[config.mk]
export PLATFORM = sky130hd
export DESIGN_NAME = sync_clk_divider
export DESIGN_NICKNAME = d
export VERILOG_FILES = /design/src/rtl/clkdiv_pkg.sv /design/src/rtl/div_cfg_slot.sv /design/src/rtl/sync_clk_divider.sv
export SDC_FILE = /design/constraint.sdc
export NUM_CORES = 1
export LEC_CHECK = 0
export ABC_AREA = 1
export CORE_MARGIN = 1.5
export CORE_UTILIZATION = 60
export DETAILED_ROUTE_END_ITERATION = 10
export PLACE_DENSITY = 0.82
export SLEW_MARGIN = 20
export SYNTH_ARGS = -nofsm -noshare
export SYNTH_HDL_FRONTEND = slang
export SYNTH_SLANG_ARGS = --single-unit
[constraint.sdc]
create_clock -name clk -period 4.5 [get_ports clk]
set_input_delay 0.675 -clock clk [delete_from_list [all_inputs] [get_ports clk]]
set_output_delay 0.675 -clock clk [all_outputs]
set_load 0.01 [all_outputs]
[src/rtl/clkdiv_pkg.sv]
// Shared constants and helpers for the synchronous clock divider.
// Divisor arithmetic is done on 32-bit values and narrowed by the caller.
package clkdiv_pkg;

  localparam int MIN_DIV   = 2;
  localparam int DEF_CNT_W = 16;

  // div is the MSB field so a caller can narrow the packed result to {div[W-1:0], illegal}.
  typedef struct packed {
    logic [31:0] div;
    logic        illegal;
  } clamp_t;

  function automatic logic [31:0] hi_len(input logic [31:0] n);
    return (n + 32'd1) >> 1;
  endfunction

  function automatic clamp_t clamp_div(input logic [31:0] n);
    clamp_t r;
    r.illegal = (n < 32'(MIN_DIV));
    r.div     = r.illegal ? 32'(MIN_DIV) : n;
    return r;
  endfunction

endpackage

[src/rtl/div_cfg_slot.sv]
// Single-entry pending divisor register with valid/ready intake, clamp to MIN_DIV
// and a sticky illegal-divisor flag.
module div_cfg_slot
  import clkdiv_pkg::*;
#(
  parameter int CNT_W = DEF_CNT_W
) (
  input  logic             clk,
  input  logic             rst,
  input  logic [CNT_W-1:0] div_val,
  input  logic             div_valid,
  output logic             div_ready,
  input  logic             apply,
  output logic             pend_valid,
  output logic [CNT_W-1:0] pend_div,
  output logic             err
);

  // Handshake: a value transfers on any edge where div_valid and div_ready are both high;
  // div_ready is simply "slot empty", so it never depends on div_valid.
  logic             r_pend_valid;
  logic [CNT_W-1:0] r_pend_div;
  logic             r_err;
  logic [CNT_W-1:0] w_clamp_div;
  logic             w_illegal;
  logic             w_accept;

  assign {w_clamp_div, w_illegal} = (CNT_W + 1)'(clamp_div(32'(div_val)));
  assign w_accept = div_valid & ~r_pend_valid;

  always_ff @(posedge clk or posedge rst) begin
    if (rst) begin
      r_pend_valid <= 1'b0;
      r_pend_div   <= '0;
      r_err        <= 1'b0;
    end else if (apply) begin
      r_pend_valid <= 1'b0;
    end else if (w_accept) begin
      r_pend_valid <= 1'b1;
      r_pend_div   <= w_clamp_div;
      if (w_illegal) r_err <= 1'b1;
    end
  end

  assign div_ready  = ~r_pend_valid;
  assign pend_valid = r_pend_valid;
  assign pend_div   = r_pend_div;
  assign err        = r_err;

endmodule

[src/rtl/sync_clk_divider.sv]
// Single-counter programmable divider producing a square wave and a period tick.
// Optional prescaler taps output when SYNC_CLK_DIVIDER_TAPS_EN is defined.
module sync_clk_divider
  import clkdiv_pkg::*;
#(
  parameter int CNT_W   = DEF_CNT_W,
  parameter int DEF_DIV = 4,
  parameter int TAP_N   = 4
) (
  input  logic             clk,
  input  logic             rst,
  input  logic             en,
  input  logic [CNT_W-1:0] div_val,
  input  logic             div_valid,
  output logic             div_ready,
  output logic             out,
  output logic             tick,
  output logic             err,
`ifdef SYNC_CLK_DIVIDER_TAPS_EN
  output logic [TAP_N-1:0] taps,
`endif
  output logic [CNT_W-1:0] cur_div
);

  logic [CNT_W-1:0] r_cnt;
  logic [CNT_W-1:0] r_cur_div;
  logic             r_out;
  logic             r_tick;
  logic             w_wrap;
  logic             w_apply;
  logic             w_pend_valid;
  logic [CNT_W-1:0] w_pend_div;
  logic [CNT_W-1:0] w_div_eff;
  logic [CNT_W-1:0] w_cnt_nxt;
  logic [CNT_W-1:0] w_hi;

  div_cfg_slot #(.CNT_W(CNT_W)) u_slot (
    .clk        (clk),
    .rst        (rst),
    .div_val    (div_val),
    .div_valid  (div_valid),
    .div_ready  (div_ready),
    .apply      (w_apply),
    .pend_valid (w_pend_valid),
    .pend_div   (w_pend_div),
    .err        (err)
  );

  // The pending divisor takes over on the wrap edge, so the wrap edge's out/tick use it.
  assign w_wrap    = (r_cnt == r_cur_div - CNT_W'(1));
  assign w_apply   = en & w_wrap & w_pend_valid;
  assign w_div_eff = w_apply ? w_pend_div : r_cur_div;
  assign w_cnt_nxt = w_wrap ? '0 : r_cnt + CNT_W'(1);
  assign w_hi      = CNT_W'(hi_len(32'(w_div_eff)));

  always_ff @(posedge clk or posedge rst) begin
    if (rst) begin
      r_cnt     <= '0;
      r_out     <= 1'b0;
      r_tick    <= 1'b0;
      r_cur_div <= CNT_W'(DEF_DIV);
    end else if (en) begin
      r_cnt  <= w_cnt_nxt;
      r_out  <= (w_cnt_nxt < w_hi);
      r_tick <= (w_cnt_nxt == w_div_eff - CNT_W'(1));
      if (w_apply) r_cur_div <= w_pend_div;
    end
  end

  // A held tick reappears when en returns, so each period still gets exactly one enabled tick.
  assign out     = r_out;
  assign tick    = r_tick & en;
  assign cur_div = r_cur_div;

`ifdef SYNC_CLK_DIVIDER_TAPS_EN
  logic [TAP_N-1:0] r_taps;

  always_ff @(posedge clk or posedge rst) begin
    if (rst)     r_taps <= '0;
    else if (en) r_taps <= r_taps + TAP_N'(1);
  end

  assign taps = r_taps;
`else
  if (TAP_N < 1) begin : g_tap_chk
    $error("TAP_N must be at least 1");
  end
`endif

endmodule

==> results of run 1 <==
==> power breakdown <==
part	leakage, nW	internal (mW)	switching, mW
registers	0.605	0.521	0.0531
logic	2.03	0.155	0.258
clock network	0.0784	0.278	0.166
==> how the worst max path moves through the flow <==
stage                     cells after the start                   start         endpoint  slack [ns]
after floorplan                              27  cur_div[0]$_DFFE_PP0P_  out$_DFFE_PP0P_        0.52
after global placement                       28  cur_div[0]$_DFFE_PP0P_  out$_DFFE_PP0P_        0.28
after detailed placement                     26  cur_div[0]$_DFFE_PP0P_  out$_DFFE_PP0P_       0.006
after CTS                                    26  cur_div[0]$_DFFE_PP0P_  out$_DFFE_PP0P_        0.03
after global routing                         29  cur_div[0]$_DFFE_PP0P_  out$_DFFE_PP0P_       -0.13
final                                        29  cur_div[0]$_DFFE_PP0P_  out$_DFFE_PP0P_        0.07
==> stage by stage <==
stage | hold WS, ns | instance area [sq um] | power [mW] | cells | setup slack (ns)
after floorplan | 0.443 | 4740 | 0.859 | 715 | 0.525
after global placement | 0.451 | 5240 | 0.949 | 853 | 0.278
after detailed placement | 0.456 | 5240 | 0.968 | 853 | 0.00573
after CTS | 0.485 | 5400 | 1.41 | 861 | 0.0332
after global routing | 0.507 | 5660 | 1.51 | 873 | -0.132
final | 0.482 | 5660 | 1.43 | 873 | 0.0690
==> cell type report <==
type	count	share of cell area, %
multi-input cells	546	55.0
flip-flops and latches	52	23.2
repair buffers	59	9.62
inverters	106	7.19
well taps	102	2.26
clock inverters	3	1.59
clock buffers	5	1.22
==> cells in the mapped netlist, drive strengths merged <==
| cell type | instances | share of area [%] |
|---|---|---|
| a211oi | 1 | 0.16 |
| nand3b | 4 | 0.63 |
| a2111oi | 1 | 0.18 |
| nor2 | 83 | 8.9 |
| nor3b | 1 | 0.26 |
| inv | 103 | 8.2 |
| and3 | 1 | 0.13 |
| clkinv | 3 | 0.24 |
| ha | 19 | 5.0 |
| dfstp | 1 | 0.55 |
| xnor3 | 2 | 0.95 |
| o21bai | 1 | 0.16 |
| xnor2 | 9 | 1.7 |
| clkbuf | 6 | 0.48 |
| xor2 | 21 | 3.9 |
| dfrtp | 51 | 27 |
| buf | 5 | 1.1 |
| nor4 | 4 | 0.53 |
| a31oi | 1 | 0.13 |
| o21ai | 44 | 4.8 |
| nand2 | 246 | 21 |
| a21oi | 9 | 0.95 |
| o21a | 1 | 0.16 |
| nand4 | 10 | 1.6 |
| nor3 | 11 | 1.5 |
| or2 | 2 | 0.26 |
| nand3 | 75 | 9.6 |
==> cells by family after synthesis <==
group,after synthesis
AO/OA/AOI/OAI,58
buffers and inverters,117
adder cells (fa/ha/maj),19
flip-flops,52
AND/OR/NAND/NOR,437
XOR/XNOR,32
==> sequential cells by signal (all words and copies together), names as in the netlist <==
name,flops
cur_div,16
out,1
r_cnt,16
r_tick,1
u_slot.err,1
u_slot.pend_div,16
u_slot.pend_valid,1
==> per-layer routing <==
layer / wire length [microns] / GRT usage [%] / up-vias / part of all wire, %
met5: 0 / 0 / - / 0
met3: 1080 / 3.57 / 42 / 7.9
met2: 6710 / 55.2 / 281 / 49
li1: - / - / 2377 / -
met4: 377 / 10.8 / 0 / 2.8
met1: 5480 / 42.5 / 2322 / 40
==> worst register-to-register path, delay by kind of cell (launching register included) <==
family	cells	cell delay (ns)
AND/OR/NAND/NOR	21	2.67
adder cells (fa/ha/maj)	3	0.64
flip-flops	1	0.44
buffers and inverters	3	0.28
AO/OA/AOI/OAI	1	0.15
XOR/XNOR	1	0.14
==> layout by cell type (no fill, tap or decap), types with 2 or more instances in the layout <==
cell             instances
nand2_1                215
inv_1                   87
nand3_1                 63
nor2_1                  57
dfrtp_1                 44
o21ai_0                 41
clkdlybuf4s50_1         39
nand2_2                 23
xor2_1                  21
buf_4                   19
ha_1                    17
nor2_4                  12
nor2_2                  12
inv_2                   12
nand4_1                  9
xnor2_1                  9
a21oi_1                  9
nand2_4                  8
nand3_2                  8
nor3_1                   8
dfrtp_2                  7
clkbuf_8                 5
nand3b_1                 4
nand3_4                  4
nor4_1                   4
inv_4                    3
clkinv_1                 3
bufinv_16                3
nor2_8                   2
o21ai_2                  2
or2_2                    2
nor3_4                   2
xnor3_1                  2
ha_4                     2
==> repair_timing <==
item	CTS	global route
setup endpoints to repair	1	1
gates resized for setup	2	47
buffers inserted	0	12
pin swaps	0	13
==> run_summary.xml, run 1 <==
<?xml version="1.0" encoding="UTF-8"?>
<metrics>
  <group name="sta">
    <metric name="relSlewSlack" unit="%">40.9</metric>
    <metric name="report.final.hold_viol_count" unit="">0</metric>
    <metric name="fmax" unit="MHz">226</metric>
    <metric name="report.final.slew_viol_count" unit="">0</metric>
    <metric name="tns" unit="ns">0</metric>
    <metric name="report.final.setup_viol" unit="">0</metric>
    <metric name="final.period_utilization" unit="%">98.5</metric>
    <metric name="timing.final.crit_period" unit="ns">4.43</metric>
    <metric name="fin_skew" unit="ns">0.00977</metric>
    <metric name="setup_repair_after_global_routing_missed_its_margin" unit="">true</metric>
    <metric name="worstMarginPinSlew" unit="ns">0.885</metric>
  </group>
  <group name="power">
    <metric name="worst_ir_drop_vdd" unit="mV">0.168</metric>
    <metric name="power.density_cell_area" unit="nW/um^2">253</metric>
    <metric name="leakage" unit="nW">2.71</metric>
  </group>
  <group name="floorplanning">
    <metric name="floorplan.die_area" unit="sq um">8430</metric>
    <metric name="start_util" unit="%">61.6</metric>
    <metric name="die_h" unit="microns">91.8</metric>
    <metric name="placement_row_count" unit="">32</metric>
    <metric name="core_area" unit="sq um">7690</metric>
    <metric name="die_w" unit="microns">91.8</metric>
    <metric name="floorplan.io_pins" unit="">40</metric>
  </group>
  <group name="grt">
    <metric name="grt.total_usage" unit="%">32.3</metric>
    <metric name="largest_net_degree_at_the_start_of_global_routing" unit="">53</metric>
    <metric name="antenna_found_initial" unit="">0</metric>
    <metric name="grt_remaining_overflow" unit="">0</metric>
    <metric name="grt_pass1_wl" unit="microns">21600</metric>
    <metric name="first_global_vias" unit="">4665</metric>
  </group>
  <group name="critical_path">
    <metric name="rr_endpoint" unit="">out$_DFFE_PP0P_</metric>
    <metric name="setup.worst_path.class" unit="">reg -&gt; reg</metric>
    <metric name="worst_reg_to_reg_setup_slack" unit="ns">0.07</metric>
    <metric name="ff2ff_path_depth" unit="">29</metric>
    <metric name="timing.critical_path.buf_inv" unit="">3</metric>
    <metric name="worstSetupStartpointType" unit="">register</metric>
    <metric name="worst-endpoint-arrival" unit="ns">4.65</metric>
    <metric name="most_frequent_cp_cell" unit="">nand2_1</metric>
    <metric name="critical_path_capture_point_type" unit="">register</metric>
    <metric name="crit_fanout" unit="">5</metric>
    <metric name="critical-path-slowest-cell" unit="">dfrtp_2</metric>
    <metric name="cp_slowest_stage_delay" unit="ns">0.44</metric>
    <metric name="r2r-start" unit="">cur_div[0]$_DFFE_PP0P_</metric>
    <metric name="crit_family" unit="">simple AND/OR/NAND/NOR gates</metric>
    <metric name="timing.critical_path.required" unit="ns">4.72</metric>
  </group>
  <group name="clock_network">
    <metric name="clk_path_buf_depth" unit="">2</metric>
    <metric name="insertion_delay" unit="ns">0.32</metric>
    <metric name="cts_hold_buffers" unit="">0</metric>
    <metric name="cts.root.buffer_cell" unit="">clkbuf_8</metric>
    <metric name="cts_max_level" unit="">2</metric>
    <metric name="tritoncts.num_buffers" unit="">5</metric>
    <metric name="clkSinkCount" unit="">52</metric>
    <metric name="clock_tree_from_tritoncts" unit="">built</metric>
    <metric name="path_clk_slew" unit="ns">0.10</metric>
  </group>
  <group name="placement">
    <metric name="port_buffers" unit="">39</metric>
    <metric name="gp_routability_congestion" unit="">0.961</metric>
    <metric name="dp.final_hpwl" unit="microns">10000</metric>
  </group>
  <group name="hold_path">
    <metric name="min-delay-start" unit="">u_slot.pend_div[15]$_DFFE_PP0P_</metric>
    <metric name="min_path_cells" unit="">2</metric>
    <metric name="hold_path_end" unit="">u_slot.pend_div[15]$_DFFE_PP0P_</metric>
    <metric name="worstHoldPathType" unit="">reg -&gt; reg</metric>
  </group>
  <group name="yosys">
    <metric name="muxShareOfSynthArea" unit="%">0</metric>
    <metric name="synthesis.instances" unit="">715</metric>
    <metric name="yosys_warnings" unit="">0</metric>
    <metric name="synthAdderAreaFrac" unit="%">5.02</metric>
    <metric name="post_synthesis_cell_area" unit="sq um">4740</metric>
    <metric name="avgSynthCellArea" unit="sq um">6.62</metric>
    <metric name="combinational_family_with_the_most_area_after_synthesis" unit="">simple AND/OR/NAND/NOR gates</metric>
    <metric name="synth.yosys.seq_area_share" unit="%">27.5</metric>
    <metric name="synth_register_bits" unit="">52</metric>
    <metric name="synth_simple_gate_area_share" unit="%">44.5</metric>
    <metric name="synth_compound_gate_area_share" unit="%">6.55</metric>
    <metric name="synth_nets" unit="">754</metric>
    <metric name="xor_and_xnor_fraction_of_the_mapped_netlist_area" unit="%">6.50</metric>
    <metric name="synth.distinct_cells" unit="">43</metric>
  </group>
  <group name="drt">
    <metric name="drt_first_iter_violations" unit="">517</metric>
    <metric name="dr_drc_count" unit="">0</metric>
    <metric name="wirelength" unit="microns">13700</metric>
    <metric name="ant_nets" unit="">0</metric>
    <metric name="dr_total_vias" unit="">5022</metric>
    <metric name="detail_route.first_pass.iterations" unit="">5</metric>
    <metric name="routedWlPerCell" unit="microns">15.6</metric>
    <metric name="post_drt_via_cell_ratio" unit="">5.75</metric>
  </group>
  <group name="finish">
    <metric name="final-seq-area" unit="sq um">1310</metric>
    <metric name="syn_to_final_growth" unit="%">19.5</metric>
    <metric name="diodes" unit="">0</metric>
    <metric name="nNetsFinal" unit="">809</metric>
    <metric name="layout.core_utilization" unit="%">73.6</metric>
    <metric name="area_occupied_by_multi_input_gates" unit="sq um">3110</metric>
    <metric name="fraction_of_layout_cells_with_a_size_suffix_above_1" unit="%">17.4</metric>
    <metric name="n_fill_cell" unit="">615</metric>
  </group>
  <group name="status">
    <metric name="result_of_the_run" unit="">finished, final reports clean</metric>
  </group>
  <group name="job">
    <metric name="cap_viol_max_count" unit="">0</metric>
  </group>
</metrics>
Power figures use the tool's default switching activity.
==> run 2, diff against run 1 <==
- SLEW_MARGIN: 20 -> not set
==> run_summary.xml, run 2 (synthesized netlist as in run 1, its figures left out) <==
<?xml version="1.0" encoding="UTF-8"?>
<metrics>
  <group name="sta">
    <metric name="setup_slack" unit="ns">0.0602</metric>
    <metric name="relSlewSlack" unit="%">29.6</metric>
    <metric name="final.period_utilization" unit="%">98.7</metric>
    <metric name="timing.final.crit_period" unit="ns">4.44</metric>
    <metric name="report.final.slew_viol_count" unit="">0</metric>
    <metric name="worstMarginPinSlew" unit="ns">1.05</metric>
    <metric name="setup_repair_after_global_routing_missed_its_margin" unit="">true</metric>
    <metric name="report.final.setup_viol" unit="">0</metric>
    <metric name="fin_skew" unit="ns">0.00913</metric>
    <metric name="fmax" unit="MHz">225</metric>
    <metric name="report.final.hold_viol_count" unit="">0</metric>
  </group>
  <group name="critical_path">
    <metric name="rr_endpoint" unit="">out$_DFFE_PP0P_</metric>
    <metric name="r2r-start" unit="">cur_div[0]$_DFFE_PP0P_</metric>
    <metric name="crit_fanout" unit="">5</metric>
    <metric name="worstSetupStartpointType" unit="">register</metric>
    <metric name="critical_path_capture_point_type" unit="">register</metric>
    <metric name="timing.critical_path.required" unit="ns">4.72</metric>
    <metric name="setup.worst_path.class" unit="">reg -&gt; reg</metric>
    <metric name="cp_slowest_stage_delay" unit="ns">0.44</metric>
    <metric name="critical-path-slowest-cell" unit="">dfrtp_2</metric>
    <metric name="worst_reg_to_reg_setup_slack" unit="ns">0.06</metric>
    <metric name="ff2ff_path_depth" unit="">29</metric>
    <metric name="worst-endpoint-arrival" unit="ns">4.66</metric>
    <metric name="most_frequent_cp_cell" unit="">nand2_1</metric>
  </group>
  <group name="clock_network">
    <metric name="tritoncts.num_buffers" unit="">5</metric>
    <metric name="cts.root.buffer_cell" unit="">clkbuf_8</metric>
    <metric name="cts_hold_buffers" unit="">0</metric>
    <metric name="clkSinkCount" unit="">52</metric>
    <metric name="path_clk_slew" unit="ns">0.10</metric>
    <metric name="clock_tree_from_tritoncts" unit="">built</metric>
    <metric name="insertion_delay" unit="ns">0.32</metric>
    <metric name="clk_path_buf_depth" unit="">2</metric>
    <metric name="cts_max_level" unit="">2</metric>
  </group>
  <group name="drt">
    <metric name="drt_first_iter_violations" unit="">519</metric>
    <metric name="dr_total_vias" unit="">5009</metric>
    <metric name="ant_nets" unit="">0</metric>
    <metric name="wirelength" unit="microns">13600</metric>
    <metric name="detail_route.first_pass.iterations" unit="">5</metric>
    <metric name="post_drt_via_cell_ratio" unit="">5.74</metric>
    <metric name="dr_drc_count" unit="">0</metric>
    <metric name="routedWlPerCell" unit="microns">15.6</metric>
  </group>
  <group name="power">
    <metric name="cellInternalPower" unit="mW">0.954</metric>
    <metric name="leakage" unit="nW">2.71</metric>
    <metric name="power.sequential.fraction" unit="%">40.1</metric>
    <metric name="combPwrFrac" unit="%">28.9</metric>
    <metric name="switching_share" unit="%">33.4</metric>
    <metric name="switching_power" unit="mW">0.478</metric>
    <metric name="power" unit="mW">1.43</metric>
    <metric name="power.density_cell_area" unit="nW/um^2">253</metric>
    <metric name="power.share.clock" unit="%">31.0</metric>
    <metric name="worst_ir_drop_vdd" unit="mV">0.167</metric>
  </group>
  <group name="grt">
    <metric name="antenna_found_initial" unit="">0</metric>
    <metric name="grt.total_usage" unit="%">32.3</metric>
    <metric name="first_global_vias" unit="">4665</metric>
    <metric name="largest_net_degree_at_the_start_of_global_routing" unit="">53</metric>
    <metric name="grt_pass1_wl" unit="microns">21600</metric>
    <metric name="grt_remaining_overflow" unit="">0</metric>
  </group>
  <group name="finish">
    <metric name="diodes" unit="">0</metric>
    <metric name="n_fill_cell" unit="">616</metric>
    <metric name="layout_common_cells" unit="">215 x nand2_1, 87 x inv_1, 63 x nand3_1</metric>
    <metric name="layout_commonest_cell" unit="">nand2_1</metric>
    <metric name="nNetsFinal" unit="">809</metric>
    <metric name="fraction_of_layout_cells_with_a_size_suffix_above_1" unit="%">17.4</metric>
    <metric name="syn_to_final_growth" unit="%">19.4</metric>
  </group>
  <group name="hold_path">
    <metric name="worstHoldPathType" unit="">reg -&gt; reg</metric>
    <metric name="hold_path_end" unit="">u_slot.pend_div[15]$_DFFE_PP0P_</metric>
    <metric name="min-delay-start" unit="">u_slot.pend_div[15]$_DFFE_PP0P_</metric>
    <metric name="min_path_cells" unit="">2</metric>
  </group>
  <group name="placement">
    <metric name="gp_routability_congestion" unit="">0.961</metric>
    <metric name="port_buffers" unit="">39</metric>
    <metric name="place_ws" unit="ns">0.00573</metric>
    <metric name="dp.final_hpwl" unit="microns">10000</metric>
  </group>
  <group name="floorplanning">
    <metric name="start_util" unit="%">61.6</metric>
    <metric name="core_area" unit="sq um">7690</metric>
    <metric name="die_h" unit="microns">91.8</metric>
    <metric name="placement_row_count" unit="">32</metric>
    <metric name="floorplan.io_pins" unit="">40</metric>
    <metric name="floorplan.die_area" unit="sq um">8430</metric>
    <metric name="die_w" unit="microns">91.8</metric>
  </group>
  <group name="job">
    <metric name="cap_viol_max_count" unit="">0</metric>
  </group>
  <group name="status">
    <metric name="result_of_the_run" unit="">finished, final reports clean</metric>
  </group>
</metrics>
## run 2: cell count changes in the layout (fill, tap and decap cells not counted)
cell      change
clkinv_2      -1
inv_2         +1
## run 2: per-stage QoR
stage	cells	hold WS (ns)	util [%]	setup TNS, ns	instance area, sq um
5_1_grt	873	0.507	73.6	-0.132	5660
2_1_floorplan	715	0.443	-	0	4740
3_5_place_dp	853	0.456	68.2	0	5240
6_report	873	0.482	73.6	0	5660
4_1_cts	861	0.485	70.3	0	5400
3_3_place_gp	853	0.451	68.2	0	5240
## run 2: repair_timing
action,in CTS,in global routing
buffers inserted,0,12
resized for setup,2,47
setup endpoints to repair,1,1
pin swaps,0,13
## run 2: power by group through the flow
stage,Sequential [mW],Combinational [mW],Clock [mW]
finish,0.574,0.413,0.444
global route,0.583,0.460,0.467
CTS,0.572,0.392,0.445
detailed placement,0.581,0.387,0
global placement,0.578,0.371,0
floorplan,0.567,0.293,0
## run 2: worst max-delay path, delay by kind of cell (launching register included)
| family | cells | cell delay, ns |
|---|---|---|
| AOI/OAI and AO/OA | 1 | 0.15 |
| xor gates and xnor gates | 1 | 0.14 |
| adders and majority gates | 3 | 0.64 |
| buffers and inverters | 3 | 0.29 |
| DFF | 1 | 0.44 |
| and+or+nand+nor | 21 | 2.66 |
## run 2: how the worst max path moves through the flow
stage / from / endpoint / slack [ns]
6_report: cur_div[0]$_DFFE_PP0P_ / out$_DFFE_PP0P_ / 0.06
3_3_place_gp: cur_div[0]$_DFFE_PP0P_ / out$_DFFE_PP0P_ / 0.28
2_1_floorplan: cur_div[0]$_DFFE_PP0P_ / out$_DFFE_PP0P_ / 0.52
3_5_place_dp: cur_div[0]$_DFFE_PP0P_ / out$_DFFE_PP0P_ / 0.006
4_1_cts: cur_div[0]$_DFFE_PP0P_ / out$_DFFE_PP0P_ / 0.03
5_1_grt: cur_div[0]$_DFFE_PP0P_ / out$_DFFE_PP0P_ / -0.13
## run 2: layer usage
metal	GRT usage [%]	vias up	share of wire (%)
met5	0	-	0
met4	10.8	0	2.9
met3	3.57	41	8.0
met2	55.2	267	49
met1	42.5	2326	40
li1	-	2375	-
## run 2: cell type report
| class | instances | area, sq um | share of cell area, % |
|---|---|---|---|
| Timing Repair Buffer | 59 | 544 | 9.62 |
| Multi-Input combinational cell | 546 | 3110 | 55.0 |
| Clock inverter | 3 | 90.1 | 1.59 |
| Sequential cell | 52 | 1310 | 23.2 |
| Tap cell | 102 | 128 | 2.26 |
| Inverter | 106 | 405 | 7.17 |
| Clock buffer | 5 | 68.8 | 1.22 |
==> run 3, diff against run 2 <==
- REMOVE_ABC_BUFFERS: not set -> 1
==> run_summary.xml, run 3 (synthesized netlist as in run 1, its figures left out) <==
<?xml version="1.0" encoding="UTF-8"?>
<metrics>
  <group name="placement">
    <metric name="place_ws" unit="ns">0.0480</metric>
    <metric name="port_buffers" unit="">39</metric>
    <metric name="gp_routability_congestion" unit="">0.999</metric>
    <metric name="dp.final_hpwl" unit="microns">10200</metric>
    <metric name="total_placed_instance_area" unit="sq um">5230</metric>
  </group>
  <group name="finish">
    <metric name="syn_to_final_growth" unit="%">18.4</metric>
    <metric name="layout_commonest_cell" unit="">nand2_1</metric>
    <metric name="layout_common_cells" unit="">220 x nand2_1, 88 x inv_1, 63 x nand3_1</metric>
    <metric name="nNetsFinal" unit="">813</metric>
    <metric name="diodes" unit="">0</metric>
    <metric name="fin_area" unit="sq um">5610</metric>
    <metric name="fraction_of_layout_cells_with_a_size_suffix_above_1" unit="%">16.3</metric>
    <metric name="n_fill_cell" unit="">658</metric>
  </group>
  <group name="floorplanning">
    <metric name="die_h" unit="microns">91.8</metric>
    <metric name="floorplan.io_pins" unit="">40</metric>
    <metric name="start_util" unit="%">61.6</metric>
    <metric name="core_area" unit="sq um">7690</metric>
    <metric name="placement_row_count" unit="">32</metric>
    <metric name="die_w" unit="microns">91.8</metric>
    <metric name="floorplan.die_area" unit="sq um">8430</metric>
  </group>
  <group name="sta">
    <metric name="hold_ws" unit="ns">0.485</metric>
    <metric name="timing.final.crit_period" unit="ns">4.41</metric>
    <metric name="fmax" unit="MHz">227</metric>
    <metric name="report.final.slew_viol_count" unit="">0</metric>
    <metric name="report.final.setup_viol" unit="">0</metric>
    <metric name="final.period_utilization" unit="%">98.0</metric>
    <metric name="tns" unit="ns">0</metric>
    <metric name="relSlewSlack" unit="%">27.8</metric>
    <metric name="fin_skew" unit="ns">0.00807</metric>
    <metric name="report.final.hold_viol_count" unit="">0</metric>
    <metric name="worstMarginPinSlew" unit="ns">1.08</metric>
    <metric name="setup_slack" unit="ns">0.0909</metric>
  </group>
  <group name="critical_path">
    <metric name="most_frequent_cp_cell" unit="">nand2_1</metric>
    <metric name="worstSetupStartpointType" unit="">register</metric>
    <metric name="critical-path-slowest-cell" unit="">dfrtp_2</metric>
    <metric name="timing.critical_path.buf_inv" unit="">0</metric>
    <metric name="cp_slowest_stage_delay" unit="ns">0.50</metric>
    <metric name="critical_path_capture_point_type" unit="">register</metric>
    <metric name="worst-endpoint-arrival" unit="ns">4.68</metric>
    <metric name="crit_fanout" unit="">8</metric>
    <metric name="setup.worst_path.class" unit="">reg -&gt; reg</metric>
    <metric name="timing.critical_path.required" unit="ns">4.77</metric>
    <metric name="crit_family" unit="">simple AND/OR/NAND/NOR gates</metric>
  </group>
  <group name="status">
    <metric name="result_of_the_run" unit="">finished, final reports clean</metric>
  </group>
  <group name="job">
    <metric name="cap_viol_max_count" unit="">0</metric>
  </group>
  <group name="clock_network">
    <metric name="cts_max_level" unit="">2</metric>
    <metric name="clkSinkCount" unit="">52</metric>
    <metric name="clk_path_buf_depth" unit="">2</metric>
    <metric name="insertion_delay" unit="ns">0.32</metric>
    <metric name="path_clk_slew" unit="ns">0.10</metric>
    <metric name="clock_tree_from_tritoncts" unit="">built</metric>
    <metric name="tritoncts.num_buffers" unit="">5</metric>
    <metric name="cts.root.buffer_cell" unit="">clkbuf_8</metric>
  </group>
  <group name="drt">
    <metric name="ant_nets" unit="">0</metric>
    <metric name="dr_total_vias" unit="">4862</metric>
    <metric name="wirelength" unit="microns">13200</metric>
    <metric name="routedWlPerCell" unit="microns">15.0</metric>
    <metric name="dr_drc_count" unit="">0</metric>
    <metric name="detail_route.first_pass.iterations" unit="">5</metric>
    <metric name="drt_first_iter_violations" unit="">338</metric>
    <metric name="post_drt_via_cell_ratio" unit="">5.54</metric>
  </group>
  <group name="grt">
    <metric name="first_global_vias" unit="">4422</metric>
    <metric name="grt_remaining_overflow" unit="">0</metric>
    <metric name="largest_net_degree_at_the_start_of_global_routing" unit="">53</metric>
    <metric name="grt.total_usage" unit="%">31.8</metric>
    <metric name="antenna_found_initial" unit="">0</metric>
    <metric name="grt_pass1_wl" unit="microns">21100</metric>
  </group>
  <group name="power">
    <metric name="worst_ir_drop_vdd" unit="mV">0.151</metric>
    <metric name="leakage" unit="nW">2.71</metric>
    <metric name="power" unit="mW">1.32</metric>
    <metric name="power.density_cell_area" unit="nW/um^2">236</metric>
  </group>
  <group name="hold_path">
    <metric name="worstHoldPathType" unit="">reg -&gt; reg</metric>
  </group>
</metrics>
-- run 3: final cells by class --
class                      count  area [sq um]  share of cell area (%)
inverter                     106           400                    7.14
clock inverter                 3          42.5                   0.759
multi-input combinational    547          3100                    55.2
timing repair buffer          62           567                    10.1
tap                          102           128                    2.28
clock buffer                   5          68.8                    1.23
sequential                    52          1310                    23.3
-- run 3: final timing paths --
check	start	endpoint	slack [ns]	cells after the start
setup / recovery	cur_div[3]$_DFFE_PP0P_	out$_DFFE_PP0P_	0.09	25
hold / removal	u_slot.err$_DFFE_PP0P_	u_slot.err$_DFFE_PP0P_	0.48	2
setup reg to reg	cur_div[3]$_DFFE_PP0P_	out$_DFFE_PP0P_	0.09	25
hold reg to reg	u_slot.err$_DFFE_PP0P_	u_slot.err$_DFFE_PP0P_	0.48	2
max in group asynchronous	rst	cur_div[5]$_DFFE_PP0P_	2.82	2
min in group asynchronous	rst	u_slot.pend_div[8]$_DFFE_PP0P_	0.92	2
-- run 3: where the power goes --
part / switching (mW) / internal [mW]
logic: 0.261 / 0.153
registers: 0.0529 / 0.521
clock network: 0.172 / 0.165
-- run 3: timing repair --
action | in CTS | in global routing
buffers inserted | 0 | 16
setup endpoints to repair | 0 | 1
resized for setup | 0 | 33
hold buffers | 0 | 0
-- run 3: worst min-delay path: cells and delay by family (launching register included) --
kind                   cells  cell delay, ns
AND/OR/NAND/NOR            1            0.05
buffers and inverters      1            0.04
flip-flops                 1            0.36
-- run 3: per-stage QoR --
stage,instances,util (%)
final,877,72.9
after global routing,877,72.9
after CTS,860,69.5
after detailed placement,852,68.1
after global placement,852,68.1
after floorplan,704,-
-- run 3: routing by layer --
layer	wire length (microns)	share of wire (%)	vias to the layer above	GRT usage [%]
met5	0	0	-	0
met4	448	3.4	0	11.2
li1	-	-	2379	-
met1	5580	42	2215	42.1
met3	963	7.3	49	5.22
met2	6160	47	219	52.3
